### src/rtl/seq_detector_param.sv
// Parametrised serial bit-pattern detector with KMP progress tracking,
// runtime overlap mode, input gating, synchronous clear and a saturating
// match counter.
module seq_detector_param #(
  parameter int unsigned          PAT_LEN = 5,
  parameter logic [PAT_LEN-1:0]   PATTERN = 5'b11001,
  parameter int unsigned          CNT_W   = 8,
  localparam int unsigned         PW      = $clog2(PAT_LEN)
) (
  input  logic             clk,
  input  logic             rst_n,
  input  logic             clear_i,
  input  logic             in_valid_i,
  input  logic             in_i,
  input  logic             overlap_i,
  output logic             out_o,
  output logic [CNT_W-1:0] match_cnt_o,
  output logic [PW-1:0]    progress_o
);

  logic [PW-1:0]    progress_q, progress_d;
  logic             out_q, out_d;
  logic [CNT_W-1:0] cnt_q, cnt_d;
  logic [PW-1:0]    nxt_c;
  logic             match_c;

  // Longest proper prefix of PATTERN (length < PAT_LEN) that is a suffix of
  // (first p pattern bits followed by b). In the completing case this is the
  // longest proper border of PATTERN, which is what overlap mode resumes from.
  function automatic logic [PW-1:0] kmp_next(input logic [PW-1:0] p, input logic b);
    int unsigned pv;
    int unsigned best;
    int unsigned si;
    logic        ok;
    logic        sb;
    pv   = 32'(p);
    best = 0;
    for (int unsigned k = 1; k < PAT_LEN; k++) begin
      if (k <= pv + 1) begin
        ok = 1'b1;
        for (int unsigned j = 0; j < k; j++) begin
          si = pv + 1 - k + j;
          sb = (si == pv) ? b : PATTERN[PW'(PAT_LEN - 1 - si)];
          if (sb != PATTERN[PW'(PAT_LEN - 1 - j)]) ok = 1'b0;
        end
        if (ok) best = k;
      end
    end
    return PW'(best);
  endfunction

  // Transition and match decode, purely combinational from progress and the input bit
  always_comb begin
    nxt_c   = kmp_next(progress_q, in_i);
    match_c = (progress_q == PW'(PAT_LEN - 1)) && (in_i == PATTERN[0]);
  end

  // Next-state: clear beats a valid bit, which beats idle
  always_comb begin
    progress_d = progress_q;
    out_d      = 1'b0;
    cnt_d      = cnt_q;
    if (clear_i) begin
      progress_d = '0;
      cnt_d      = '0;
    end else if (in_valid_i) begin
      if (match_c) begin
        out_d      = 1'b1;
        progress_d = overlap_i ? nxt_c : '0;
        if (cnt_q != '1) cnt_d = cnt_q + CNT_W'(1);
      end else begin
        progress_d = nxt_c;
      end
    end
  end

  // State and output registers with asynchronous reset
  always_ff @(posedge clk or negedge rst_n) begin
    if (!rst_n) begin
      progress_q <= '0;
      out_q      <= 1'b0;
      cnt_q      <= '0;
    end else begin
      progress_q <= progress_d;
      out_q      <= out_d;
      cnt_q      <= cnt_d;
    end
  end

  assign out_o       = out_q;
  assign match_cnt_o = cnt_q;
  assign progress_o  = progress_q;

endmodule

### config.mk
export PLATFORM = sky130hd
export DESIGN_NAME = seq_detector_param
export DESIGN_NICKNAME = d
export VERILOG_FILES = /design/src/rtl/seq_detector_param.sv
export SDC_FILE = /design/constraint.sdc
export NUM_CORES = 1
export LEC_CHECK = 0
export ABC_AREA = 1
export BUFFER_PORTS_ARGS = -buffer_cell sky130_fd_sc_hd__clkbuf_2
export CORE_MARGIN = 4
export CORE_UTILIZATION = 55
export CTS_BUF_LIST = sky130_fd_sc_hd__clkbuf_8
export DETAILED_ROUTE_END_ITERATION = 16
export GPL_TIMING_DRIVEN = 0
export PLACE_DENSITY = 0.78
export RECOVER_POWER = 25
export REMOVE_ABC_BUFFERS = 1
export SLEW_MARGIN = 40
export SYNTH_ARGS = -nofsm -noshare
export SYNTH_HDL_FRONTEND = slang
export SYNTH_SLANG_ARGS = --single-unit
export TNS_END_PERCENT = 20
### constraint.sdc
create_clock -name clk -period 2.95 [get_ports clk]
set_input_delay 0.59 -clock clk [delete_from_list [all_inputs] [get_ports clk]]
set_output_delay 0.59 -clock clk [all_outputs]
set_load 0.01 [all_outputs]
==> impl_results.md, run 1 <==
- Status: completed
- RSZ-0062 raised after global routing: yes
- Maximum capacitance violations: 0
- Met2 wire len: 2188 microns
- Layout Cells excl Fill: 349
- Clk_lat worst skew: 0.25 ns
- Die Wd: 64.46 microns
- Max-slew violation count: 0
- Die area: 4154 sq um
- Antenna Nets Post-Route: 0
- Iter 0 DRT Violations: 161
- CP endpoint kind: flop
- Die height: 64.46 microns
- Initial DRT Pass Iterations: 5
- CP required: 3.09 ns
- Initial antenna violation count: 0
- Biggest area consumer among synthesized cells: ha_1
- Worst Reg-to-Reg Cells: 20
- Clock root cell: clkbuf_8
- PD cells: 1045 nW/um^2
- Worst slew pin tran: 0.6625 ns
- Worst-path clk slew: 0.05 ns
- Placer Congestion: 0.8584
- Highest metal used: met4
- Site Rows: 20
- CTS tree: done
- NumNets Final: 340
- Min cycle time layout: 2.793 ns
- Starting density of the core: 57.42%
- Vias per cell: 5.398
- DRC: 0
- Tot Pwr: 2.262 mW
- Dpl hpwl: 3213 microns
- Crit path DAT: 2.93 ns
- WL/cell: 12.99 microns
- CP Class: reg -> reg
- Core area: 3053 sq um
- WL final: 4535 microns
- Io pins: 18
- Syn. warnings: 0
- Mapped Cells: 272
- Hold Crit Class: in -> async
- GRT overflow: 0
- Final worst slack: 0.1567 ns
- Largest net degree at the start of global routing: 14
- Layout cells sized above 1: 25.90%
- WL met1: 2027 microns
- Slew headroom: 55.84%
- Fmax: 0.3580 GHz
- Top cells by area, synth: ha_1, dfrtp_1, nand2_1
- Distinct cells, synth: 27
- Final setup viols: 0
- Yosys top cell area share: 19.99%
- Pre-CTS WS: -0.8091 ns
- Mapped Area: 1753 sq um
- Tot GR Track Use: 21.05%
- CP Launch Type: flop
- Multi-input logic area: 1414 sq um
- Seq. cell area: 304.0 sq um
- Port bufs: 17
- Total vias in the final route: 1884
- Skew final: 0.002471 ns
- Antenna cells: 0
- Htree depth: 1
- TritonCTS Buffers: 3
- Syn_area_per_cell: 6.445 sq um
- Vias in the first global route: 1600
- Met3 routed WL: 260 microns
- Synth Register Bits: 12
- Core Util, Final: 70.90%
- Placed Cells: 329
- Sequential fraction of the synthesis area: 17.13%
- CTS Buffer Depth: 2
- Fin crit share: 94.69%
- Layout area overhead: 23.48%
- Crit-path max FO: 6
- Post-CTS Hold Fix Bufs: 0
- IR drop worst, VDD: 0.0007566 V
- Final TNS setup: 0 ns
- Global-route wire length before repair: 7038 microns
- Fin. Hold Viols: 0
- Fill count: 272
- CTS sink count: 12
- Leakage: 1.075 nW
[cell type report]
| class | count | area share, % |
|---|---|---|
| clock buffers | 4 | 2.543 |
| inverters | 36 | 6.474 |
| multi-input cells | 221 | 65.32 |
| flip-flops and latches | 12 | 14.05 |
| well taps | 44 | 2.543 |
| repair buffers | 32 | 9.075 |
[final timing paths]
check                           slack, ns                         end                  startpoint
worst max-delay path                 0.16   progress_o[0]$_DFFE_PN0P_   progress_o[0]$_DFFE_PN0P_
worst min-delay path                 0.34  match_cnt_o[7]$_DFFE_PN0P_                       rst_n
worst max register to register       0.16   progress_o[0]$_DFFE_PN0P_   progress_o[0]$_DFFE_PN0P_
worst min register to register       0.51  match_cnt_o[7]$_DFFE_PN0P_  match_cnt_o[7]$_DFFE_PN0P_
max in group asynchronous            2.14   progress_o[1]$_DFFE_PN0P_                       rst_n
min in group clk                     0.51  match_cnt_o[7]$_DFFE_PN0P_  match_cnt_o[7]$_DFFE_PN0P_
[cell families after synthesis]
family | share of synthesized area [%]
AO/OA/AOI/OAI | 7.638
XOR/XNOR | 1.999
flip-flops | 17.13
buffers and inverters | 9.279
adder cells (fa/ha/maj) | 19.99
AND/OR/NAND/NOR | 43.97
[critical path, cell delays in order (launching register included)]
cell,delay [ns]
dfrtp_2,0.47
ha_4,0.22
inv_4,0.09
nand2_4,0.10
nand2_8,0.12
ha_2,0.22
nand2_2,0.09
inv_2,0.09
nand2_1,0.05
ha_1,0.16
or2_2,0.29
nor2_1,0.11
nand2_1,0.07
nor2_2,0.13
nand2_1,0.07
nand2_1,0.07
nand2_2,0.07
nor2_2,0.10
nor2_2,0.05
nand2_1,0.07
nand2_1,0.05
[stage by stage]
step | hold slack [ns] | area [sq um]
after floorplan | 0.2944 | 1725
after global placement | 0.4878 | 1866
after detailed placement | 0.4883 | 1866
after CTS | 0.2289 | 2001
after global routing | 0.4200 | 2165
final | 0.3448 | 2165
[cells in the final DEF, fill, tap and decap left out, types with 9 or more instances in the layout]
master	Yosys	routed
o21ai_0	12	12
nor2_1	29	26
nand3_1	35	35
inv_1	32	30
ha_1	28	19
dfrtp_1	12	9
a21oi_1	10	9
clkbuf_2	1	16
nand4_1	10	10
nand2_1	63	60
buf_4	1	15
[routing by layer]
| metal | GRT usage, % | vias to the layer above |
|---|---|---|
| met3 | 4.159 | 7 |
| met5 | 0 | - |
| met1 | 30.10 | 862 |
| met2 | 33.63 | 52 |
| met4 | 2.902 | 0 |
| li1 | - | 963 |
[cell usage after synthesis, drive strengths merged]
master / instances
nand2: 71
nand3: 39
inv: 36
nor2: 33
ha: 28
dfrtp: 12
o21ai: 12
a21oi: 11
nand4: 10
nor3: 6
xnor2: 3
buf: 2
clkbuf: 2
nand3b: 2
and2: 1
o211ai: 1
o31ai: 1
or2: 1
xor2: 1
[state kept, by name, indices dropped and copies added, names as in the netlist]
name,cells
match_cnt_o,8
out_o,1
progress_o,3
[report_power, final]
part / internal, mW / switching [mW]
clock: 0.118 / 0.0649
combinational: 0.786 / 1.09
sequential: 0.177 / 0.0264
[what timing repair did]
item                                    4_1_cts  5_1_grt
endpoints found under the setup margin        3        3
pin swaps                                     0        3
resized for setup                            10       21
buffers inserted                              6        9
cloned                                        0        1
Note: power is estimated with default switching activity, not from simulation.
==> inputs of run 2 (changes only) <==
--- a/config.mk
+++ b/config.mk
@@ -14,7 +14,6 @@
 export GPL_TIMING_DRIVEN = 0
 export PLACE_DENSITY = 0.78
 export RECOVER_POWER = 25
-export REMOVE_ABC_BUFFERS = 1
 export SLEW_MARGIN = 40
 export SYNTH_ARGS = -nofsm -noshare
 export SYNTH_HDL_FRONTEND = slang
==> run 2 against run 1 <==
  * The flow now finishes with violations (negative setup slack)
  * Non-clock buffer count grew 8
  * Sequential power fell by 3%
  * Largest power group unchanged
  * Global-route usage up 0.67 points
  * Largest cell class unchanged
  * Register-to-register slack worse by 0.17 ns
  * Highest routed layer unchanged
  * Hold slack worse by 0.013 ns
  * Maximum frequency fell by 5.8%
  * Routed wire length up 3.1%
  * Sequential cell count stayed put
  * Die area did not move
  * Critical endpoint unchanged
  * Sequential share of layout area decreased by 0.57 points
  * Clock power decreased by 21%
  * Via count rose by 1.2%
==> impl_results.md, run 2 (synthesis results as in run 1) <==
- Core area: 3053 sq um (unchanged)
- Vias in the first global route: 1682 (was 1600)
- TritonCTS Buffers: 3 (unchanged)
- Htree depth: 1 (unchanged)
- Most frequent cells in the layout: nand2_1, nand3_1, inv_1 (unchanged)
- IR drop worst, VDD: 0.001031 V (was 0.0007566 V)
- CTS Buffer Depth: 2 (unchanged)
- WL final: 4675 microns (was 4535 microns)
- Die height: 64.46 microns (unchanged)
- Die area: 4154 sq um (unchanged)
- Total vias in the final route: 1906 (was 1884)
- NumNets Final: 347 (was 340)
- Maximum capacitance violations: 0 (unchanged)
- Initial antenna violation count: 0 (unchanged)
- Vias per cell: 5.369 (was 5.398)
- WL/cell: 13.17 microns (was 12.99 microns)
- Placer Congestion: 0.9473 (was 0.8584)
- R2R Setup Slk: -0.01 ns (was 0.16 ns)
- Final worst slack: -0.01436 ns (was 0.1567 ns)
- CP Class: reg -> reg (unchanged)
- Dpl hpwl: 3205 microns (was 3213 microns)
- Layout area overhead: 28.19% (was 23.48%)
- Worst reg2reg endpoint: progress_o[0]$_DFFE_PN0P_ (unchanged)
- GRT overflow: 0 (unchanged)
- Io pins: 18 (unchanged)
- Layout cells sized above 1: 27.01% (was 25.90%)
- Hold Crit Class: in -> async (unchanged)
- CP endpoint kind: flop (unchanged)
- Worst Reg-to-Reg Cells: 21 (was 20)
- Seq. cell area: 302.8 sq um (was 304.0 sq um)
- Multi-input logic area: 1420 sq um (was 1414 sq um)
- Syn_nets: 306
- RR Startpoint: progress_o[1]$_DFFE_PN0P_ (was progress_o[0]$_DFFE_PN0P_)
- Final TNS setup: -0.01436 ns (was 0 ns)
- Slew headroom: 59.62% (was 55.84%)
- Iter 0 DRT Violations: 106 (was 161)
- Port bufs: 17 (unchanged)
- Site Rows: 20 (unchanged)
- Fill count: 260 (was 272)
- Final std cell area, no fill: 2247 sq um (was 2165 sq um)
- Leakage: 1.111 nW (was 1.075 nW)
- Worst path most repeated cell: nand2_1 (unchanged)
- Clk_lat worst skew: 0.24 ns (was 0.25 ns)
- Final setup viols: 1 (was 0)
- Max reg flops: 8 (unchanged)
- Fin. Hold Viols: 0 (unchanged)
- Skew final: 0.004264 ns (was 0.002471 ns)
- Min cycle time layout: 2.964 ns (was 2.793 ns)
- CP Launch Type: flop (unchanged)
- Clock root cell: clkbuf_8 (unchanged)
- Crit path DAT: 3.09 ns (was 2.93 ns)
- Worst-path clk slew: 0.05 ns (about the same)
- Tot GR Track Use: 21.73% (was 21.05%)
- Global-route wire length before repair: 7293 microns (was 7038 microns)
- CP required: 3.07 ns (was 3.09 ns)
- Starting density of the core: 57.42% (unchanged)
- DRC: 0 (unchanged)
- Status: finished with violations (was completed)
- Crit-path max FO: 6 (unchanged)
- Die Wd: 64.46 microns (unchanged)
- Fin crit share: 100.5% (was 94.69%)
- Violated checks: negative setup slack
- Initial DRT Pass Iterations: 4 (was 5)
- Worst slew pin tran: 0.6057 ns (was 0.6625 ns)
- Cell Area, Placed: 1897 sq um (was 1866 sq um)
- CP cell instances: buf_8, clkinvlp_4, ha_4, inv_2, ha_4, inv_1, nand4_1, nand2_2, nand4_1, ha_1, nand2_1, nor2_1, nand3_1, nor2_2, nand3_1, nand2_1, nand3b_1, nand2_1, nand2_1, nand2_1, nand2_1 (was ha_4, inv_4, nand2_4, nand2_8, ha_2, nand2_2, inv_2, nand2_1, ha_1, or2_2, nor2_1, nand2_1, nor2_2, nand2_1, nand2_1, nand2_2, nor2_2, nor2_2, nand2_1, nand2_1)
- Antenna Nets Post-Route: 0 (unchanged)
- Commonest non-fill, non-tap cell in the layout: nand2_1 (unchanged)
- Slowest CP cell: dfrtp_2 (unchanged)
- RSZ-0062 raised after global routing: yes (unchanged)
- PD cells: 1039 nW/um^2 (was 1045 nW/um^2)
- CTS tree: done (unchanged)
- Largest net degree at the start of global routing: 13 (was 14)
- Fmax: 0.3373 GHz (was 0.3580 GHz)
- CTS sink count: 12 (unchanged)
- Antenna cells: 0 (unchanged)
- Max-slew violation count: 0 (unchanged)
- CP max stage delay: 0.42 ns (was 0.47 ns)
-- run 2: how the worst max path moves through the flow --
stage	start	end	slack, ns
finish	progress_o[1]$_DFFE_PN0P_	progress_o[0]$_DFFE_PN0P_	-0.01
global placement	progress_o[0]$_DFFE_PN0P_	progress_o[0]$_DFFE_PN0P_	-0.39
floorplan	progress_o[0]$_DFFE_PN0P_	progress_o[0]$_DFFE_PN0P_	0.009
global route	progress_o[1]$_DFFE_PN0P_	progress_o[0]$_DFFE_PN0P_	-0.22
CTS	progress_o[1]$_DFFE_PN0P_	progress_o[0]$_DFFE_PN0P_	0.009
detailed placement	progress_o[0]$_DFFE_PN0P_	progress_o[0]$_DFFE_PN0P_	-0.42
-- run 2: where the power goes --
group | internal (mW) | switching (mW) | leakage, nW
combinational | 0.834 | 1.16 | 0.926
sequential | 0.177 | 0.0199 | 0.164
clock | 0.0895 | 0.0550 | 0.0216
total | 1.10 | 1.23 | 1.11
-- run 2: critical path: cells and delay by family (launching register included) --
kind	cells	cell delay (ns)
flops	1	0.42
simple gates	14	1.26
fa+ha+maj	3	0.79
buf+inv	4	0.34
-- run 2: layout make-up --
type                       count  area share [%]
clock buffer                   3           1.837
timing repair buffer          37           10.97
sequential                    12           13.47
inverter                      36           6.570
multi-input combinational    220           63.20
tap                           44           2.450
buffer                         3           1.503
-- run 2: layer usage --
layer  global-route usage (%)  vias up  share of wire, %
met5                        0        -                 0
met4                    5.277        0               2.8
met3                    3.640       14               5.8
met2                    36.60       66                48
met1                    28.92      844                44
li1                         -      982                 -
-- run 2: per-stage QoR --
| stage | hold slack (ns) | util, % | cells | total power, mW | worst slack (ns) |
|---|---|---|---|---|---|
| floorplan | 0.2944 | - | 272 | 1.555 | 0.009500 |
| global placement | 0.4818 | 62.13 | 333 | 1.814 | -0.3855 |
| detailed placement | 0.4852 | 62.13 | 333 | 1.868 | -0.4160 |
| CTS | 0.2280 | 67.70 | 341 | 2.136 | 0.008638 |
| global route | 0.3884 | 73.61 | 355 | 2.641 | -0.2233 |
| finish | 0.3317 | 73.61 | 355 | 2.334 | -0.01436 |
-- run 2: timing repair --
| action | 4_1_cts | 5_1_grt |
|---|---|---|
| setup buffers | 6 | 14 |
| setup endpoints to repair | 3 | 3 |
| hold buffers | 0 | 0 |
| resized for setup | 17 | 17 |
| pin swaps | 0 | 12 |
==> inputs of run 3 (changes only) <==
--- a/config.mk
+++ b/config.mk
@@ -5,14 +5,14 @@
 export SDC_FILE = /design/constraint.sdc
 export NUM_CORES = 1
 export LEC_CHECK = 0
-export ABC_AREA = 1
+export ABC_CLOCK_PERIOD_IN_PS = 2950
 export BUFFER_PORTS_ARGS = -buffer_cell sky130_fd_sc_hd__clkbuf_2
 export CORE_MARGIN = 4
-export CORE_UTILIZATION = 55
-export CTS_BUF_LIST = sky130_fd_sc_hd__clkbuf_8
+export CORE_UTILIZATION = 53
+export CTS_BUF_LIST = sky130_fd_sc_hd__clkbuf_16
 export DETAILED_ROUTE_END_ITERATION = 16
 export GPL_TIMING_DRIVEN = 0
-export PLACE_DENSITY = 0.78
+export PLACE_DENSITY = 0.76
 export RECOVER_POWER = 25
 export SLEW_MARGIN = 40
 export SYNTH_ARGS = -nofsm -noshare
==> run 3 against run 2 <==
  * The run still ends with negative setup slack left
  * Via count decreased by 12%
  * Critical path depth decreased by 6
  * Final cell count decreased by 24%
  * Clock-buffer cell count unchanged
  * Power increased by 10%
  * Non-clock buffer count increased by 10
  * Cell area increased by 3.0%
  * Highest routed layer unchanged
  * Sequential power about the same
  * Sequential cell count unchanged
  * Die area decreased by 2.1%
  * Sequential share of layout area decreased by 0.39 points
  * Hold slack improved by 0.022 ns
==> impl_results.md, run 3 <==
- Status: finished with violations (unchanged)
- Violated checks: negative setup slack (unchanged)
- Combinational power share: 82.8% (was 85.4%)
- Die Wd: 63.76 microns (was 64.46 microns)
- Layout cells sized above 1: 37.50% (was 27.01%)
- CP Class: reg -> reg (unchanged)
- Crit-path max FO: 5 (was 6)
- Syn_nets: 228 (was 306)
- Commonest non-fill, non-tap cell in the layout: buf_4 (was nand2_1)
- Port bufs: 17 (unchanged)
- Most frequent cells in the layout: buf_4, ha_1, nor2_1, clkbuf_2, nand2_1 (was nand2_1, nand3_1, inv_1)
- Site Rows: 19 (was 20)
- Sequential fraction of the synthesis area: 18.22% (was 17.13%)
- Core Util, Final: 81.10% (was 73.61%)
- Initial antenna violation count: 0 (unchanged)
- CTS tree: done (unchanged)
- Syn_area_per_cell: 8.494 sq um (was 6.445 sq um)
- Leakage: 1.032 nW (was 1.111 nW)
- RSZ-0062 raised after global routing: yes (unchanged)
- Tot Pwr: 2.576 mW (was 2.334 mW)
- Die height: 63.76 microns (was 64.46 microns)
- Fmax: 0.2869 GHz (was 0.3373 GHz)
- Final std cell area, no fill: 2313 sq um (was 2247 sq um)
- Post-synth EDFFs: 0 (unchanged)
- Fin. Hold Viols: 0 (unchanged)
- Crit path from: progress_o[0]$_DFFE_PN0P_ (was progress_o[1]$_DFFE_PN0P_)
- PD cells: 1114 nW/um^2 (was 1039 nW/um^2)
- Skew final: 0.001175 ns (was 0.004264 ns)
- WL met1: 1955 microns (was 2038 microns)
- WL/cell: 17.13 microns (was 13.17 microns)
- Syn. warnings: 0 (unchanged)
- CTS sink count: 12 (unchanged)
- NumNets Final: 275 (was 347)
- Placer Congestion: 0.8257 (was 0.9473)
- CP cell instances: buf_8, clkinvlp_4, ha_4, ha_4, nor2b_4, or3_4, nand2_4, nand4_1, ha_1, nand4b_1, nor4_4, mux2_4, o31ai_4, a21boi_2, o21ai_1 (was buf_8, clkinvlp_4, ha_4, inv_2, ha_4, inv_1, nand4_1, nand2_2, nand4_1, ha_1, nand2_1, nor2_1, nand3_1, nor2_2, nand3_1, nand2_1, nand3b_1, nand2_1, nand2_1, nand2_1, nand2_1)
- GRT overflow: 0 (unchanged)
- CP Launch Type: flop (unchanged)
- Distinct cells, synth: 50 (was 27)
- Worst path most repeated cell: ha_4 (was nand2_1)
- CP bufs+invs: 2 (was 4)
- RR Startpoint: progress_o[0]$_DFFE_PN0P_ (was progress_o[1]$_DFFE_PN0P_)
- Commonest cells in the netlist: ha_1, nand2_1, nor2_1 (was nand2_1, nand3_1, inv_1, nor2_1, ha_1)
- Switching share of power: 44.22% (was 52.83%)
- WL final: 4643 microns (was 4675 microns)
- Fin crit share: 118.2% (was 100.5%)
- Met2 wire len: 2397 microns (was 2232 microns)
- IR drop worst, VDD: 0.0008325 V (was 0.001031 V)
- Mapped Area: 1648 sq um (was 1753 sq um)
- CP endpoint kind: flop (unchanged)
- Min cycle time layout: 3.486 ns (was 2.964 ns)
- Largest net degree at the start of global routing: 13 (unchanged)
- Maximum capacitance violations: 0 (unchanged)
- Die area: 4065 sq um (was 4154 sq um)
- Hold Crit Class: in -> async (unchanged)
- Iter 0 DRT Violations: 90 (was 106)
- Dpl hpwl: 3114 microns (was 3205 microns)
- Crit path DAT: 3.60 ns (was 3.09 ns)
- Async SR Flop Fraction: 100.0% (unchanged)
- Antenna Nets Post-Route: 0 (unchanged)
- CP endpoint: progress_o[0]$_DFFE_PN0P_ (unchanged)
- Total vias in the final route: 1675 (was 1906)
- Antenna cells: 0 (unchanged)
- Worst-path clk slew: 0.04 ns (was 0.05 ns)
- Layout Cells excl Fill: 271 (was 355)
- Fill count: 167 (was 260)
- Max-slew violation count: 0 (unchanged)
- R2R Setup Slk: -0.54 ns (was -0.01 ns)
- Worst slew pin tran: 0.6516 ns (was 0.6057 ns)
- Highest metal used: met4 (unchanged)
- DRC: 0 (unchanged)
- Final setup viols: 3 (was 1)
- Layout area overhead: 40.39% (was 28.19%)
- Worst reg2reg endpoint: progress_o[0]$_DFFE_PN0P_ (unchanged)
- Sequential share of power: 7.5% (was 8.4%)
- Vias in the first global route: 1688 (was 1682)
- CP top delay family: simple AND/OR/NAND/NOR gates (unchanged)
- Synth Register Bits: 12 (unchanged)
- Internal power component: 1.437 mW (was 1.101 mW)
- Cell Area, Placed: 1879 sq um (was 1897 sq um)
- Critical path depth in cells: 15 (was 21)
- Slowest CP cell: dfrtp_2 (unchanged)
- Tot GR Track Use: 22.09% (was 21.73%)
- Met3 routed WL: 231 microns (was 272 microns)
- Worst Reg-to-Reg Cells: 15 (was 21)
- TritonCTS Buffers: 3 (unchanged)
- Io pins: 18 (unchanged)
- Clk_lat worst skew: 0.24 ns (about the same)
- CP required: 3.06 ns (was 3.07 ns)
- Slew headroom: 56.56% (was 59.62%)
- Yosys top cell area share: 21.26% (was 19.99%)
- Vias per cell: 6.181 (was 5.369)
- Htree depth: 1 (unchanged)
- Clock power share: 9.6% (was 6.2%)
- Final worst slack: -0.5356 ns (was -0.01436 ns)
- Max reg flops: 8 (unchanged)
- Most common cell in the netlist: ha_1 (was nand2_1)
- Biggest area consumer among synthesized cells: ha_1 (unchanged)
- Mapped Cells: 194 (was 272)
- Top cells by area, synth: ha_1, dfrtp_1, xnor2_1 (was ha_1, dfrtp_1, nand2_1)
- CTS Buffer Depth: 2 (unchanged)
- Core area: 2853 sq um (was 3053 sq um)
- Global-route wire length before repair: 7403 microns (was 7293 microns)
- Post-CTS Hold Fix Bufs: 0 (unchanged)
- Clock root cell: clkbuf_16 (was clkbuf_8)
- Starting density of the core: 57.76% (was 57.42%)
- CP max stage delay: 0.43 ns (was 0.42 ns)
- Fin Hold WS: 0.3533 ns (was 0.3317 ns)
- Psw: 1.139 mW (was 1.233 mW)
- Initial DRT Pass Iterations: 5 (was 4)
- Main synth FF type: dfrtp_1 (unchanged)
- Placed Cells: 242 (was 333)
==> run 3: changes by cell type after synthesis, moves of 9 or more <==
cell,before,now
a21oi_1,10,1
nand3_1,35,12
xor2_1,1,10
nor2_1,29,16
nand2_1,63,17
xnor2_1,3,12
inv_1,32,8
==> run 3: metrics by stage <==
stage | setup TNS, ns | setup WS [ns]
global placement | -2.042 | -0.8261
global route | -1.842 | -0.6881
floorplan | -1.012 | -0.4636
CTS | -1.318 | -0.5594
detailed placement | -2.502 | -1.008
finish | -1.465 | -0.5356
==> run 3: layout make-up <==
class | count | area [sq um] | area share [%]
Timing Repair Buffer | 45 | 294.0 | 12.71
Multi-Input combinational cell | 166 | 1513 | 65.39
Tap cell | 31 | 38.79 | 1.677
Buffer | 5 | 41.29 | 1.785
Inverter | 8 | 45.04 | 1.947
Clock inverter | 1 | 3.754 | 0.1622
Sequential cell | 12 | 302.8 | 13.09
Clock buffer | 3 | 75.07 | 3.245
==> run 3: per-layer routing <==
metal	GRT usage, %	vias to the layer above
met4	3.504	0
met5	0	-
li1	-	796
met2	40.55	59
met1	27.09	810
met3	4.378	10
==> run 3: worst min-delay path by stage <==
stage	start	to	slack, ns	cells past startpoint
3_5_place_dp	rst_n	progress_o[2]$_DFFE_PN0P_	0.49	1
5_1_grt	rst_n	progress_o[2]$_DFFE_PN0P_	0.40	1
3_3_place_gp	rst_n	out_o$_DFF_PN0_	0.48	1
2_1_floorplan	rst_n	match_cnt_o[0]$_DFFE_PN0P_	0.29	0
4_1_cts	rst_n	progress_o[2]$_DFFE_PN0P_	0.24	1
6_report	rst_n	out_o$_DFF_PN0_	0.35	1
==> run 3: what timing repair did <==
action	4_1_cts	5_1_grt
hold endpoints to repair	0	0
pin swaps	15	12
setup buffers	16	12
gates resized for setup	22	10
endpoints found under the setup margin	3	3
==> run 3: kinds of logic after synthesis <==
kind of cell	synth area share (%)
compound gates	11.62
xor+xnor	11.69
fa+ha+maj	21.26
buf+inv	4.025
flops	18.22
mux	4.404
simple gates	28.78
==> run 3: power groups by stage <==
stage / clock, mW / combinational [mW] / sequential (mW)
floorplan: 0 / 1.19 / 0.207
global placement: 0 / 1.39 / 0.210
detailed placement: 0 / 1.50 / 0.210
CTS: 0.252 / 1.81 / 0.193
global route: 0.267 / 2.32 / 0.195
finish: 0.249 / 2.13 / 0.194
